[config.mk]
export PLATFORM = sky130hd
export DESIGN_NAME = mnist_frame_sequencer
export DESIGN_NICKNAME = d
export VERILOG_FILES = /design/src/rtl/mnist_pkg.sv /design/src/rtl/mnist_frame_buf.sv /design/src/rtl/mnist_frame_sequencer.sv
export SDC_FILE = /design/constraint.sdc
export NUM_CORES = 1
export LEC_CHECK = 0
export CORE_AREA = 2 2 126 128
export CTS_CLUSTER_DIAMETER = 120
export DETAILED_ROUTE_END_ITERATION = 8
export DIE_AREA = 0 0 128 130
export PLACE_DENSITY_LB_ADDON = 0.05
export SYNTH_ARGS = -nofsm -noshare
export SYNTH_HDL_FRONTEND = slang
export SYNTH_SLANG_ARGS = --single-unit
[constraint.sdc]
create_clock -name clk -period 2.1 [get_ports clk]
set_clock_uncertainty 0.1 [all_clocks]
set_input_delay 0.525 -clock clk [delete_from_list [all_inputs] [get_ports clk]]
set_output_delay 0.525 -clock clk [all_outputs]
set_load 0.02 [all_outputs]
[src/rtl/mnist_pkg.sv]
// Shared constants and FSM state type for the MNIST frame sequencer.
package mnist_pkg;
  localparam int WORDS_PER_FRAME = 16;
  localparam int PIXEL_WORD_W = 8;
  localparam int CLASS_W = 4;
  localparam int TIMER_W = 12;
  localparam logic [CLASS_W-1:0] TIMEOUT_CLASS = 4'hF;

  typedef enum logic [1:0] {
    LOAD,
    STREAM,
    WAIT,
    RESULT
  } seq_state_e;
endpackage

[src/rtl/mnist_frame_buf.sv]
// Frame word store: one synchronous write port, one combinational read port.
// Storage is deliberately not reset; every frame overwrites all entries.
module mnist_frame_buf
  import mnist_pkg::*;
#(
  parameter int DEPTH = WORDS_PER_FRAME,
  localparam int AW = (DEPTH > 1) ? $clog2(DEPTH) : 1
) (
  input  logic                    clk,
  input  logic                    wr_en,
  input  logic [AW-1:0]           wr_addr,
  input  logic [PIXEL_WORD_W-1:0] wr_data,
  input  logic [AW-1:0]           rd_addr,
  output logic [PIXEL_WORD_W-1:0] rd_data
);
  logic [PIXEL_WORD_W-1:0] mem [DEPTH];

  always_ff @(posedge clk) begin
    if (wr_en) mem[wr_addr] <= wr_data;
  end

  assign rd_data = mem[rd_addr];
endmodule

[src/rtl/mnist_frame_sequencer.sv]
// Collects one frame of pixel words, replays it to the inference core, waits
// for the core's answer (or a timeout) and hands the result downstream.
module mnist_frame_sequencer #(
  parameter int WORDS_PER_FRAME = mnist_pkg::WORDS_PER_FRAME,
  parameter int TIMEOUT_CYCLES  = 4095
) (
  input  logic                                  clk,
  input  logic                                  rst_n,
  input  logic                                  in_valid,
  output logic                                  in_ready,
  input  logic [mnist_pkg::PIXEL_WORD_W-1:0]    in_data,
  output logic                                  core_start,
  output logic [mnist_pkg::PIXEL_WORD_W-1:0]    core_pixels,
  input  logic                                  core_done,
  input  logic                                  core_busy,
  input  logic [mnist_pkg::CLASS_W-1:0]         core_prediction,
  output logic                                  res_valid,
  input  logic                                  res_ready,
  output logic [mnist_pkg::CLASS_W-1:0]         res_class,
  output logic                                  res_timeout,
  output logic [7:0]                            frame_count,
  output mnist_pkg::seq_state_e                 dbg_state
);
  import mnist_pkg::*;

  localparam int IDX_W = (WORDS_PER_FRAME > 1) ? $clog2(WORDS_PER_FRAME) : 1;
  localparam logic [IDX_W-1:0]   LAST_IDX   = IDX_W'(WORDS_PER_FRAME - 1);
  localparam logic [TIMER_W-1:0] TIMER_LAST = TIMER_W'(TIMEOUT_CYCLES - 1);

  // Handshakes: a transfer happens on a rising edge where valid and ready are
  // both high; valid never waits on ready, and held data stays stable until taken.

  seq_state_e          state, state_next;
  logic [IDX_W-1:0]    idx, idx_next;
  logic [TIMER_W-1:0]  timer, timer_next;
  logic [CLASS_W-1:0]  res_class_next;
  logic                res_timeout_next;
  logic [PIXEL_WORD_W-1:0] buf_rd_data;
  logic                in_fire;
  logic                res_fire;

  assign in_fire   = in_valid && (state == LOAD);
  assign res_fire  = res_ready && (state == RESULT);
  assign dbg_state = state;

  // idx is the write pointer while loading and the replay pointer while streaming.
  mnist_frame_buf #(.DEPTH(WORDS_PER_FRAME)) u_buf (
    .clk     (clk),
    .wr_en   (in_fire),
    .wr_addr (idx),
    .wr_data (in_data),
    .rd_addr (idx),
    .rd_data (buf_rd_data)
  );

  always_comb begin
    state_next       = state;
    idx_next         = idx;
    timer_next       = timer;
    res_class_next   = res_class;
    res_timeout_next = res_timeout;
    in_ready         = 1'b0;
    core_start       = 1'b0;
    core_pixels      = '0;
    res_valid        = 1'b0;
    case (state)
      LOAD: begin
        in_ready = 1'b1;
        if (in_valid) begin
          if (idx == LAST_IDX) begin
            idx_next   = '0;
            state_next = STREAM;
          end else begin
            idx_next = idx + IDX_W'(1);
          end
        end
      end
      STREAM: begin
        core_start  = (idx == '0);
        core_pixels = buf_rd_data;
        if (idx == LAST_IDX) begin
          idx_next   = '0;
          timer_next = '0;
          state_next = WAIT;
        end else begin
          idx_next = idx + IDX_W'(1);
        end
      end
      WAIT: begin
        timer_next = timer + TIMER_W'(1);
        // timer==0 is the first WAIT cycle: a done level left over from the
        // previous frame may still be visible there, so it is not trusted.
        if (core_done && (timer != '0)) begin
          res_class_next   = core_prediction;
          res_timeout_next = 1'b0;
          state_next       = RESULT;
        end else if (timer == TIMER_LAST) begin
          res_class_next   = TIMEOUT_CLASS;
          res_timeout_next = 1'b1;
          state_next       = RESULT;
        end
      end
      RESULT: begin
        res_valid = 1'b1;
        if (res_ready) state_next = LOAD;
      end
      default: state_next = LOAD;
    endcase
  end

  always_ff @(posedge clk or negedge rst_n) begin
    if (!rst_n) begin
      state       <= LOAD;
      idx         <= '0;
      timer       <= '0;
      res_class   <= '0;
      res_timeout <= 1'b0;
      frame_count <= '0;
    end else begin
      state       <= state_next;
      idx         <= idx_next;
      timer       <= timer_next;
      res_class   <= res_class_next;
      res_timeout <= res_timeout_next;
      if (res_fire) frame_count <= frame_count + 8'd1;
    end
  end

  // The core must acknowledge a start by going busy within two cycles.
  core_busy_after_start: assert property (
    @(posedge clk) disable iff (!rst_n) core_start |-> ##[1:2] core_busy
  );
endmodule

======== Word-level counts from Yosys, hierarchy flattened ========
Memory sizes are Yosys's and may differ from the RTL's.
Cells that the tools add are included.
W data, S select, Z words.
storage, ports and cells
  ROM bits ................................ 0
  memories ................................ 1
  RAM bits ................................ 128
  latch bits .............................. 0
  word-level logic and storage cells ...... 55
  bits in registers ....................... 31
  output and inout port bits .............. 26
  input port bits ......................... 18
memories
  memory     depth  bits a word  rd ports  clocked after memory_dff  wr ports  RTL line               RTL
  u_buf.mem  16     8            1         0                         1         mnist_frame_buf.sv:16  logic [PIXEL_WORD_W-1:0] mem [DEPTH];
cells by class
  divide/modulo/power cells ............... 0
  equal/unequal tests ..................... 10
  add/subtract/negate cells ............... 3
  muxes and demuxes ....................... 22
  shift-type cells ........................ 0
  multipliers ............................. 0
  $lt $le $gt $ge ......................... 0
  reductions and logical operators ........ 13
  bitwise logic cells ..................... 0
operators by type and width
  kind                     number
  $pmux W12 S2             1
  $mux W4                  4
  $add A12 B1 Y12 const B  1
  $eq A12 B12 Y1 const B   1
  $mux W12                 1
  $mux W2                  6
  $reduce_bool A12 Y1      1
  $add A8 B1 Y8 const B    1
  $mux W8                  1
  $pmux W2 S4              1
  $pmux W4 S2              1
  $mux W1                  7
  $ne A2 B2 Y1 const B     3
  $reduce_and A2 Y1        3
  $reduce_bool A2 Y1       3
  $reduce_and A5 Y1        1
  $add A4 B1 Y4 const B    1
  $eq A2 B2 Y1 const B     2
  $eq A4 B4 Y1 const B     1
  $logic_not A4 Y1         1
  $logic_and A1 B1 Y1      3
  $ne A3 B3 Y1 const B     1
  $eq A2 B1 Y1 const B     1
  $logic_not A2 Y1         1
  $ne A2 B1 Y1 const B     1

======== Logic depth before layout (Yosys ltp) ========
Gate-level depths: netlist (run 1).
  word-level depth ........................ 4
  gate-level depth with buffers ........... 7
  depth with buffers taken out ............ 6

======== Cells and area by module ========
From an unflattened synthesis (run 1), not the netlist that was laid out.
second synthesis, totals
  cells, all modules ...................... 431
  area total of the unflattened synthesis .. 6915.4 µm²
modules (own cells, without submodules)
  module                 cells each  sequential area each (µm²)  area an instance (µm²)  instances
  mnist_frame_buf        221         3843.7                      4987.3                  1
  mnist_frame_sequencer  210         775.7                       1928.1                  1

======== Worst setup path after synthesis (run 1) ========
OpenSTA, ideal clock, no wires.
  kind .................................... register to register
  from .................................... register state[0] (netlist: dbg_state[0])
  to ...................................... memory u_buf.mem[0][0], enable pin
  data required time ...................... 1617 ps
  path buffers ............................ 1
  period minus slack after synthesis ...... 2401 ps
  library setup time ...................... 383 ps
  cell stages (with the launch flop) ...... 6
  setup slack ............................. -301 ps
  data arrival time ....................... 1917 ps
  path through ............................ dfrtp_1 > inv_1 > ha_1 > clkbuf_1 > nand3_1 > nor3_1
between the ends
  cells in the longest elaborated chain, start to end .. 4
RTL lines
  element                        RTL line                      RTL
  from (decl)                    mnist_frame_sequencer.sv:33   seq_state_e state, state_next;
  from (signal assigned)         mnist_frame_sequencer.sv:120  state <= state_next;
  $logic_not A2 Y1               mnist_frame_sequencer.sv:42   assign in_fire = in_valid && (state == LOAD);
  $logic_and A1 B1 Y1            mnist_frame_sequencer.sv:42
  $mux W1                        mnist_frame_buf.sv:19         if (wr_en) mem[wr_addr] <= wr_data;
  $mux W1 (implied by the code)  mnist_frame_buf.sv:19
  to (decl)                      mnist_frame_buf.sv:16
No other way between the ends.

======== Worst setup path after layout (run 1) ========
  from .................................... register idx[0]
  to ...................................... output core_pixels[6] in the netlist's numbering
between the ends
  cells in the longest elaborated chain, start to end .. 2
RTL lines
  element                 RTL line                      RTL
  from (decl)             mnist_frame_sequencer.sv:34   logic [IDX_W-1:0] idx, idx_next;
  from (signal assigned)  mnist_frame_sequencer.sv:121  idx <= idx_next;
  $mem_v2 Z16 W8          n/a
  $mux W8                 mnist_frame_sequencer.sv:66   case (state)
  to (decl)               mnist_frame_sequencer.sv:13   output logic [mnist_pkg::PIXEL_WORD_W-1:0] core_pixels,
No other way between the ends.

==> results_dict.tcl, run 1 <==
set metrics [dict create \
    violations "setup timing" \
    finalHoldViolations 0 \
    tightest_slew_ns 0.5734 \
    ys_types 47 \
    seq_area_frac_synth 0.6941 \
    initial_core_util 0.4315 \
    antennaDiodeCount 0 \
    synth_area_leaders "edfxtp_1, dfrtp_1, mux4_2" \
    end_kind "output port" \
    ys_warn_count 0 \
    slew_violations 0 \
    cp_slowest_cell "mux4_2" \
    status "finished, violations left" \
    io_pins 44 \
    setup_violations 9 \
    row_count 46 \
    nNetsFinal 540 \
    postSynthAreaPerCell_sq_um 16.98 \
    grt_pass1_vias 4069 \
    routabilityCongestion 0.7625 \
    ff2ff_path_depth 6 \
    drt-initial-drc-count 245 \
    drive_gt1_frac 0.3709 \
    synthMostInstantiatedCell "edfxtp_1" \
    gr-total-overflow 0 \
    clk_latency_ns 0.42 \
    drt-total-wl_um 14670 \
    clkSinkCount 159 \
    drc 0 \
    p_sw_uw 3463 \
    p_sw_frac 0.2998 \
    slew_headroom 0.6166 \
    period_needed_ns 2.740 \
    synth-async-reset-ratio 0.1950 \
    viasPerCell 5.425 \
    syn_inst 392 \
    antenna_found_initial 0 \
    p_leak_uw 0.003236 \
    hpwl_um 9824 \
    peakVddDrop_mv 0.7865 \
    p_clk_frac 0.282 \
    die_w_um 128 \
    start_kind "flop" \
    area_delta_synth_final_pct 32.52 \
    vias 3879 \
    fin_crit_sh 1.305 \
    clock_path_buffers 2 \
    path_cells "buf_6, buf_6, mux4_2, mux2i_1, o22ai_2, buf_6" \
    max_cap_violations 0 \
    power_frac_seq 0.333 \
    pwr_density_cell_nw_per_um2 1309 \
    dieArea_sq_um 16640 \
    io_buffers 42 \
    internal_power_uw 8087 \
    placed_cell_area_sq_um 7938 \
    core-area_sq_um 15420 \
    cts_tree "built" \
    comb_power_share 0.385 \
    first_pass_iters 4 \
    holdPathStages 1 \
    ys.flop_type "edfxtp_1" \
    grt_use_total 0.1907 \
    dpl_worst_slack_ns -0.6335 \
    yosys-top-cells-count "edfxtp_1, mux4_2, dfrtp_1" \
    critPathRequiredTime_ns 1.47 \
    fin_ws_ns -0.6400 \
    ant_nets 0 \
    critPathMaxStageDelay_ns 0.52 \
    path_max_fanout 8 \
    synth_area_leader_cell "edfxtp_1" \
    fillers 1218 \
    cts_buffers 17 \
    grt_setup_unrepaired "yes" \
    fin_area_sq_um 8820 \
    crit_arrival_ns 2.11 \
    syn_nets 422 \
    hold_class "flop to flop" \
    grt_pass1_wl_um 23000 \
    grt_max_degree 32 \
    critPathKind "flop to output port" \
    syn_area_sq_um 6655 \
    cts_root_buf "clkbuf_16" \
    synth_edf_count 128 \
    cp_common_cell "buf_6" \
    synth_top_area_frac 0.5776 \
    wire_per_inst_um 20.52 \
    dieHeight_um 130 \
    htree_levels 4 \
    fmax_mhz 365.0 \
    path_clk_slew_ns 0.06 \
    ys_ff_latch 159 \
]
-- worst max-delay path, delay by kind of cell (launching register included) --
kind	cells	cell delay (ns)
buffers and inverters	3	0.43
AOI/OAI and AO/OA	1	0.14
muxes	2	0.73
DFF	1	0.39
-- cells in the final DEF, fill, tap and decap left out, drive strengths merged, types with 4 or more instances in the layout --
master / instances
nand3: 17
nand2: 14
o22a: 4
inv: 9
o22ai: 8
mux4: 32
nand4: 5
dfrtp: 31
o21ai: 13
xnor2: 8
nor2: 19
clkbuf: 24
edfxtp: 128
mux2i: 18
dlygate4sd2: 6
bufinv: 4
nor3: 7
buf: 85
a21oi: 4
clkdlybuf4s50: 23
ha: 12
nand2b: 6
o31ai: 5
-- logic make-up after synthesis --
logic type,share of synthesized area
AOI/OAI and AO/OA,0.04869
xor gates and xnor gates,0.01053
buffers and inverters,0.01729
and+or+nand+nor,0.06636
DFF,0.6941
adders and majority gates,0.02256
muxes,0.1404
-- area by class of cell --
class,count,area (sq um),area share
Clock inverter,9,157.7,0.01787
Multi-Input combinational cell,206,2148,0.2436
Tap cell,192,240.2,0.02724
Inverter,9,33.78,0.003830
Timing Repair Buffer,117,1150,0.1304
Clock buffer,23,467.9,0.05306
Sequential cell,159,4622,0.5240
-- state kept, by name, summed over array words and instances, names as in the netlist --
register,cells
res_timeout,1
u_buf.mem,128
dbg_state,2
idx,4
res_class,4
frame_count,8
timer,12
-- stage by stage --
step	std cells	hold WS [ns]	util	TNS (ns)	total power, uW
2_1_floorplan	392	0.1294	-	-0.2190	6328
3_3_place_gp	677	0.3638	0.5146	-11.49	7863
3_5_place_dp	677	0.3715	0.5146	-10.47	7913
4_1_cts	713	0.3797	0.5629	-5.087	11460
5_1_grt	715	0.4125	0.5718	-6.010	12130
6_report	715	0.3766	0.5718	-5.133	11550
-- power groups by stage --
| stage | registers, uW | logic (uW) | clock network (uW) |
|---|---|---|---|
| floorplan | 4010 | 2320 | 0 |
| global route | 3870 | 4810 | 3450 |
| finish | 3840 | 4450 | 3260 |
| CTS | 3840 | 4300 | 3320 |
| global placement | 3910 | 3960 | 0 |
| detailed placement | 3910 | 4000 | 0 |
-- path summary, 6_finish.rpt --
kind | startpoint | slack (ns) | end
min in group asynchronous | rst_n | 0.41 | res_class[0]$_DFFE_PN0P_
max | idx[0]$_DFFE_PN0P_ | -0.64 | core_pixels[6]
min reg2reg | frame_count[7]$_DFFE_PN0P_ | 0.38 | frame_count[7]$_DFFE_PN0P_
min | frame_count[7]$_DFFE_PN0P_ | 0.38 | frame_count[7]$_DFFE_PN0P_
max in group asynchronous | rst_n | 1.15 | dbg_state[0]$_DFFE_PN0P_
max reg2reg | timer[0]$_DFFE_PN0P_ | 0.09 | dbg_state[1]$_DFFE_PN0P_
-- routing by layer --
layer / vias up / GRT usage / wire length (um)
li1: 1795 / - / -
met1: 1988 / 0.2475 / 6487
met2: 76 / 0.3183 / 7469
met3: 20 / 0.04879 / 488
met4: 0 / 0.06141 / 228
met5: - / 0 / 0
-- what timing repair did --
| item | in CTS | in global routing |
|---|---|---|
| cloned | 1 | 1 |
| buffers inserted | 3 | 1 |
| hold buffers | 0 | 0 |
| pin swaps | 6 | 3 |
| endpoints found under the setup margin | 19 | 88 |
| gates resized for setup | 84 | 22 |
Note: power is estimated with default switching activity, not from simulation.
==> run 2, diff against run 1 <==
--- a/config.mk
+++ b/config.mk
@@ -6,6 +6,7 @@
 export NUM_CORES = 1
 export LEC_CHECK = 0
 export CORE_AREA = 2 2 126 128
+export CTS_BUF_LIST = sky130_fd_sc_hd__clkbuf_4
 export CTS_CLUSTER_DIAMETER = 120
 export DETAILED_ROUTE_END_ITERATION = 8
 export DIE_AREA = 0 0 128 130
==> run 2 against run 1 <==
The flow still finishes with violations (setup timing). Sequential share of layout area increased by 1.9 points. Critical path depth unchanged. Clock power decreased by 37%. Highest routed layer unchanged.
==> results_dict.tcl, run 2 (synthesized netlist as in run 1, its figures left out) <==
set metrics [dict create \
    regMostFlops "u_buf.mem" \
    cp_top_family "multiplexers" \
    antenna_found_initial 0 \
    ff2ff_path_depth 9 \
    initial_core_util 0.4315 \
    hold_class "input pin to asynchronous set/reset pin" \
    critPathBufInv 3 \
    reg2reg_from "dbg_state[0]$_DFFE_PN0P_" \
    nNetsFinal 541 \
    crit_path_start "idx[0]$_DFFE_PN0P_" \
    max_cap_violations 0 \
    fmax_mhz 346.2 \
    cts_root_buf "clkbuf_4" \
    path_cells "buf_6, buf_6, mux4_2, mux2i_1, o22ai_2, buf_4" \
    die_w_um 128 \
    area_delta_synth_final_pct 27.88 \
    grt_pass1_wl_um 22760 \
    core-area_sq_um 15420 \
    crit_path_end "core_pixels[6]" \
    grt_setup_unrepaired "yes" \
    drc 0 \
    peakVddDrop_mv 0.8055 \
    critPathMaxStageDelay_ns 0.52 \
    row_count 46 \
    viasPerCell 5.318 \
    p_leak_uw 0.003091 \
    cp_slowest_cell "mux4_2" \
    hpwl_um 9824 \
    clkSinkCount 159 \
    critPathKind "flop to output port" \
    gr-total-overflow 0 \
    critPathRequiredTime_ns 1.47 \
    cts_hold_buf 0 \
    reg2reg_to "dbg_state[1]$_DFFE_PN0P_" \
    layout_common_cells "edfxtp_1, buf_4, mux4_2, dfrtp_1, clkbuf_4" \
    slew_violations 0 \
    cp_common_cell "buf_6" \
    final_common_cell "edfxtp_1" \
    path_depth 6 \
    postLayoutCoreUtil 0.5518 \
    status "finished, violations left" \
    start_kind "flop" \
    grt_max_degree 32 \
    drt-total-wl_um 14350 \
    drt-initial-drc-count 300 \
    grt_pass1_vias 4014 \
    io_buffers 42 \
    total_power_uw 10330 \
    cts_tree "built" \
    fin_area_sq_um 8511 \
    htree_levels 4 \
    setup_violations 9 \
    cts_buffers 17 \
    clock_path_buffers 2 \
    violations "setup timing" \
    period_needed_ns 2.888 \
    ff2ff_setup_slack_ns 0.03 \
    first_pass_iters 5 \
    slew_headroom 0.6148 \
    dieHeight_um 130 \
    path_max_fanout 8 \
    fin_crit_sh 1.375 \
    routabilityCongestion 0.7625 \
    drive_gt1_frac 0.3779 \
    largest_reg_flops 128 \
    grt_use_total 0.1874 \
    clk_latency_ns 0.53 \
    placed_cell_area_sq_um 7938 \
    whs_ns 0.2690 \
    antennaDiodeCount 0 \
    fin_ws_ns -0.7883 \
    dieArea_sq_um 16640 \
    tightest_slew_ns 0.5760 \
    pwr_density_cell_nw_per_um2 1214 \
    finalHoldViolations 0 \
    ant_nets 0 \
    wire_per_inst_um 20.03 \
    end_kind "output port" \
    vias 3808 \
    io_pins 44 \
    crit_arrival_ns 2.26 \
    dpl_worst_slack_ns -0.6335 \
    path_clk_slew_ns 0.13 \
    reg_top3 "u_buf.mem: 128 flops, timer: 12 flops, frame_count: 8 flops" \
]
[run 2: cell count changes in the layout (fill, tap and decap cells not counted), moves of 2 or more]
cell and delta:
nand3_1 +2, buf_6 +3, nand3_2 -3, clkbuf_16 -18
clkdlybuf4s50_1 -7, clkbuf_1 -4, clkbuf_4 +21, dlymetal6s2s_1 -2
clkinv_1 +2, clkbuf_8 -2, dlygate4sd2_1 +7
[run 2: worst min path at each step]
stage                                    start                         end  slack (ns)  cells past startpoint
finish                                   rst_n    res_class[0]$_DFFE_PN0P_        0.27                      2
global route                             rst_n    res_class[0]$_DFFE_PN0P_        0.24                      2
CTS                                      rst_n          idx[3]$_DFFE_PN0P_        0.24                      2
detailed placement  frame_count[7]$_DFFE_PN0P_  frame_count[7]$_DFFE_PN0P_        0.37                      1
global placement    frame_count[7]$_DFFE_PN0P_  frame_count[7]$_DFFE_PN0P_        0.36                      1
floorplan                                rst_n    dbg_state[0]$_DFFE_PN0P_        0.13                      0
[run 2: through the flow]
stage / std cells / setup TNS [ns]
floorplan: 392 / -0.2190
global placement: 677 / -11.49
detailed placement: 677 / -10.47
CTS: 716 / -6.946
global route: 716 / -7.803
finish: 716 / -6.296
[run 2: layout make-up]
cell class                      instances  area (sq um)
Timing Repair Buffer                  118          1122
Clock buffer                           21         157.7
Fill cell                            1265          6914
Sequential cell                       159          4623
Inverter                                9         36.28
Clock inverter                         11         165.2
Tap cell                              192         240.2
Multi-Input combinational cell        206          2166
[run 2: what timing repair did]
action / 4_1_cts / 5_1_grt
setup endpoints to repair: 43 / 120
gates cloned: 1 / 0
buffers inserted: 6 / 1
gates resized for setup: 106 / 20
pin swaps: 6 / 4
[run 2: power breakdown]
part           internal (uW)  total, uW  switching, uW
Clock                    995       2040           1050
Combinational           2320       4450           2130
Sequential              3670       3840            164
[run 2: routing by layer]
layer	track usage	wire (um)	part of all wire
met1	0.2455	6414	0.45
met3	0.04920	468	0.033
met5	0	0	0
met2	0.3155	7306	0.51
met4	0.04783	155	0.011
==> patch, RTL diff (config.mk and constraints of run 1) <==
Set the package constant `TIMEOUT_CLASS` to 4'h7 (it was 4'hF).
--- a/src/rtl/mnist_pkg.sv
+++ b/src/rtl/mnist_pkg.sv
@@ -4,7 +4,7 @@
   localparam int PIXEL_WORD_W = 8;
   localparam int CLASS_W = 4;
   localparam int TIMER_W = 12;
-  localparam logic [CLASS_W-1:0] TIMEOUT_CLASS = 4'hF;
+  localparam logic [CLASS_W-1:0] TIMEOUT_CLASS = 4'h7;
 
   typedef enum logic [1:0] {
     LOAD,
Check against the original RTL: no difference found for any inputs over 10 cycles, from zero or initial values and one cycle with rst_n low; that may be too few to reach the edited logic, so the function may still have changed.
==> patch against run 1 <==
The run still ends with negative setup slack left. Combinational power grew 4%. Worst setup slack worse by 0.00066 ns. Critical path depth did not move. Routed wire length up 3.1%. Synthesized area hardly changed. Design area is 1.3% higher. Power rose by 1.4%. Sequential cell count unchanged. Global-route usage up 0.43 points. Synthesized cell count unchanged. Non-clock buffer count increased by 12. Critical endpoint is now core_pixels[5]. Largest cell class unchanged.
==> patch: results (changes against run 1) <==
Routing
  – Routed WL: 15130 um (was 14670 um)
  – Antenna viol nets, final: 0 (unchanged)
  – Routed len/inst: 20.76 um (was 20.52 um)
  – Via count: 3930 (was 3879)
  – Initial drt markers: 228 (was 245)
  – Number of detailed-route iterations in the first pass: 5 (was 4)

Placed design
  – IO buf count: 42 (unchanged)
  – DP Cell Count: 684 (was 677)
  – Gpl congestion: 0.7659 (was 0.7625)
  – DP Area: 0.007890 mm^2 (was 0.007938 mm^2)
  – Hpwl dp: 10220 um (was 9824 um)

Critical path
  – Data arrival time of the worst path: around 2.1 ns
  – Top delay family on crit path: multiplexers (unchanged)
  – Slowest Stage Delay on Critical Path: 0.52 ns (about the same)
  – Critical path peak fanout: 5 (was 8)
  – Slowest CP cell: mux4_2 (unchanged)

Status
  – Status: complete, but fails checks (unchanged)
  – Failing checks: negative setup slack (unchanged)

Layout
  – Fill cells: 1184 (was 1218)
  – Layout cell share with drive strength beyond 1: 0.3911 (was 0.3709)
  – Largest registers: u_buf.mem (128), timer (12), frame_count (8) (unchanged)
  – Ant. Diodes: 0 (unchanged)
  – Nets: 554 (was 540)

Global route
  – Largest net degree at the start of global routing: 32 (unchanged)
  – Tot GR Track Use: 0.1950 (was 0.1907)
  – Global-route wire length before repair: 23500 um (was 23000 um)
  – Initial antenna violation count: 0 (unchanged)
  – Vias in the first global route: 4065 (was 4069)

Pwr
  – Leak: 3.273 nW (was 3.236 nW)
  – IR Drop Worst-Case VDD: 0.7906 mV (was 0.7865 mV)

Synthesis
  – Leading register cell type out of synthesis: edfxtp_1 (unchanged)
  – Syn_nets: 422 (unchanged)
  – Post-synth EDFFs: 128 (unchanged)
  – Async SR Flop Fraction: 0.1950 (unchanged)
  – Synth top cells by count: edfxtp_1 (128), mux4_2 (32), dfrtp_1 (31) (unchanged)
  – Synth area leaders: edfxtp_1 (58%), dfrtp_1 (12%), mux4_2 (11%) (unchanged)
  – Synth warn: 0 (unchanged)
  – Mapped Cells: 392 (unchanged)
  – Register area share after synthesis: 0.6946 (was 0.6941)
  – Unique masters post-synth: 45 (was 47)

CTS
  – Reg clk slew, reported paths: 0.06 ns (about the same)
  – Clock Tree Root: clkbuf_16 (unchanged)
  – H-tree depth: 4 (unchanged)
  – Max Buffers Root-to-Sink: 2 (unchanged)
  – Later-pin clock latency in the skew report: 0.42 ns (about the same)
  – Clock buffer count from CTS: 17 (unchanged)

Worst hold path
  – HP Class: register to register (unchanged)

STA
  – Slew headroom: 0.6361 (was 0.6166)
  – Final WS setup: -0.6407 ns (was -0.6400 ns)
  – Final setup viols: 9 (unchanged)
  – Setup TNS: -5.018 ns (was -5.133 ns)
-- patch: final timing paths --
| path | slack, ns | endpoint | from | cells past startpoint |
|---|---|---|---|---|
| worst max-delay path | -0.64 | core_pixels[5] | idx[0] | 6 |
| worst min-delay path | 0.37 | frame_count[7] | frame_count[7] | 1 |
| worst max register to register | 0.08 | u_buf.mem[0][6] | idx[0] | 9 |
| worst min register to register | 0.37 | frame_count[7] | frame_count[7] | 1 |
| max in group asynchronous | 1.15 | dbg_state[0] | rst_n | 2 |
| min in group asynchronous | 0.42 | frame_count[0] | rst_n | 2 |
-- patch: layout make-up --
class | count | area share
Clock buffer | 17 | 0.04761
Clock inverter | 15 | 0.02059
Inverter | 11 | 0.006022
Multi-Input combinational cell | 206 | 0.2451
Sequential cell | 159 | 0.5173
Tap cell | 192 | 0.02689
Timing Repair Buffer | 129 | 0.1365
-- patch: logic make-up after synthesis --
family / after synthesis / share of synthesized area
and+or+nand+nor: 86 / 0.06698
xor gates and xnor gates: 8 / 0.01054
DFF: 159 / 0.6946
AOI/OAI and AO/OA: 47 / 0.04629
adders and majority gates: 12 / 0.02258
buffers and inverters: 27 / 0.01787
muxes: 53 / 0.1411
-- patch: stage by stage --
step	setup WS [ns]	util
2_1_floorplan	-0.1540	-
3_3_place_gp	-0.6562	0.5115
3_5_place_dp	-0.6944	0.5115
4_1_cts	-0.7261	0.5728
5_1_grt	-0.7133	0.5793
6_report	-0.6407	0.5793
-- patch: layer usage --
layer | global-route usage | vias to the layer above | wire [um] | part of all wire
met3 | 0.03936 | 15 | 722 | 0.048
li1 | - | 1827 | - | -
met5 | 0 | - | 0 | 0
met4 | 0.07046 | 0 | 180 | 0.012
met1 | 0.2586 | 1994 | 6712 | 0.44
met2 | 0.3240 | 94 | 7519 | 0.50
-- patch: timing repair --
item | CTS | global route
endpoints found under the hold margin | 0 | 0
setup endpoints to repair | 49 | 99
cloned | 3 | 1
pin swaps | 8 | 8
gates resized for setup | 102 | 29
buffers inserted | 8 | 5
-- patch: where the power goes --
part	switching [W]	total, W	internal, W
Clock	0.00129	0.00318	0.00189
Combinational	0.00221	0.00464	0.00243
Sequential	0.000198	0.00388	0.00368
-- patch: worst register-to-register path, stage by stage, from the launching register on --
cell and delay, ns:
dfrtp_2 0.43, buf_6 0.15, buf_16 0.14, clkinv_8 0.04, ha_4 0.12, buf_4 0.09
buf_4 0.10, nand3_4 0.10, nor3_4 0.28, buf_6 0.18
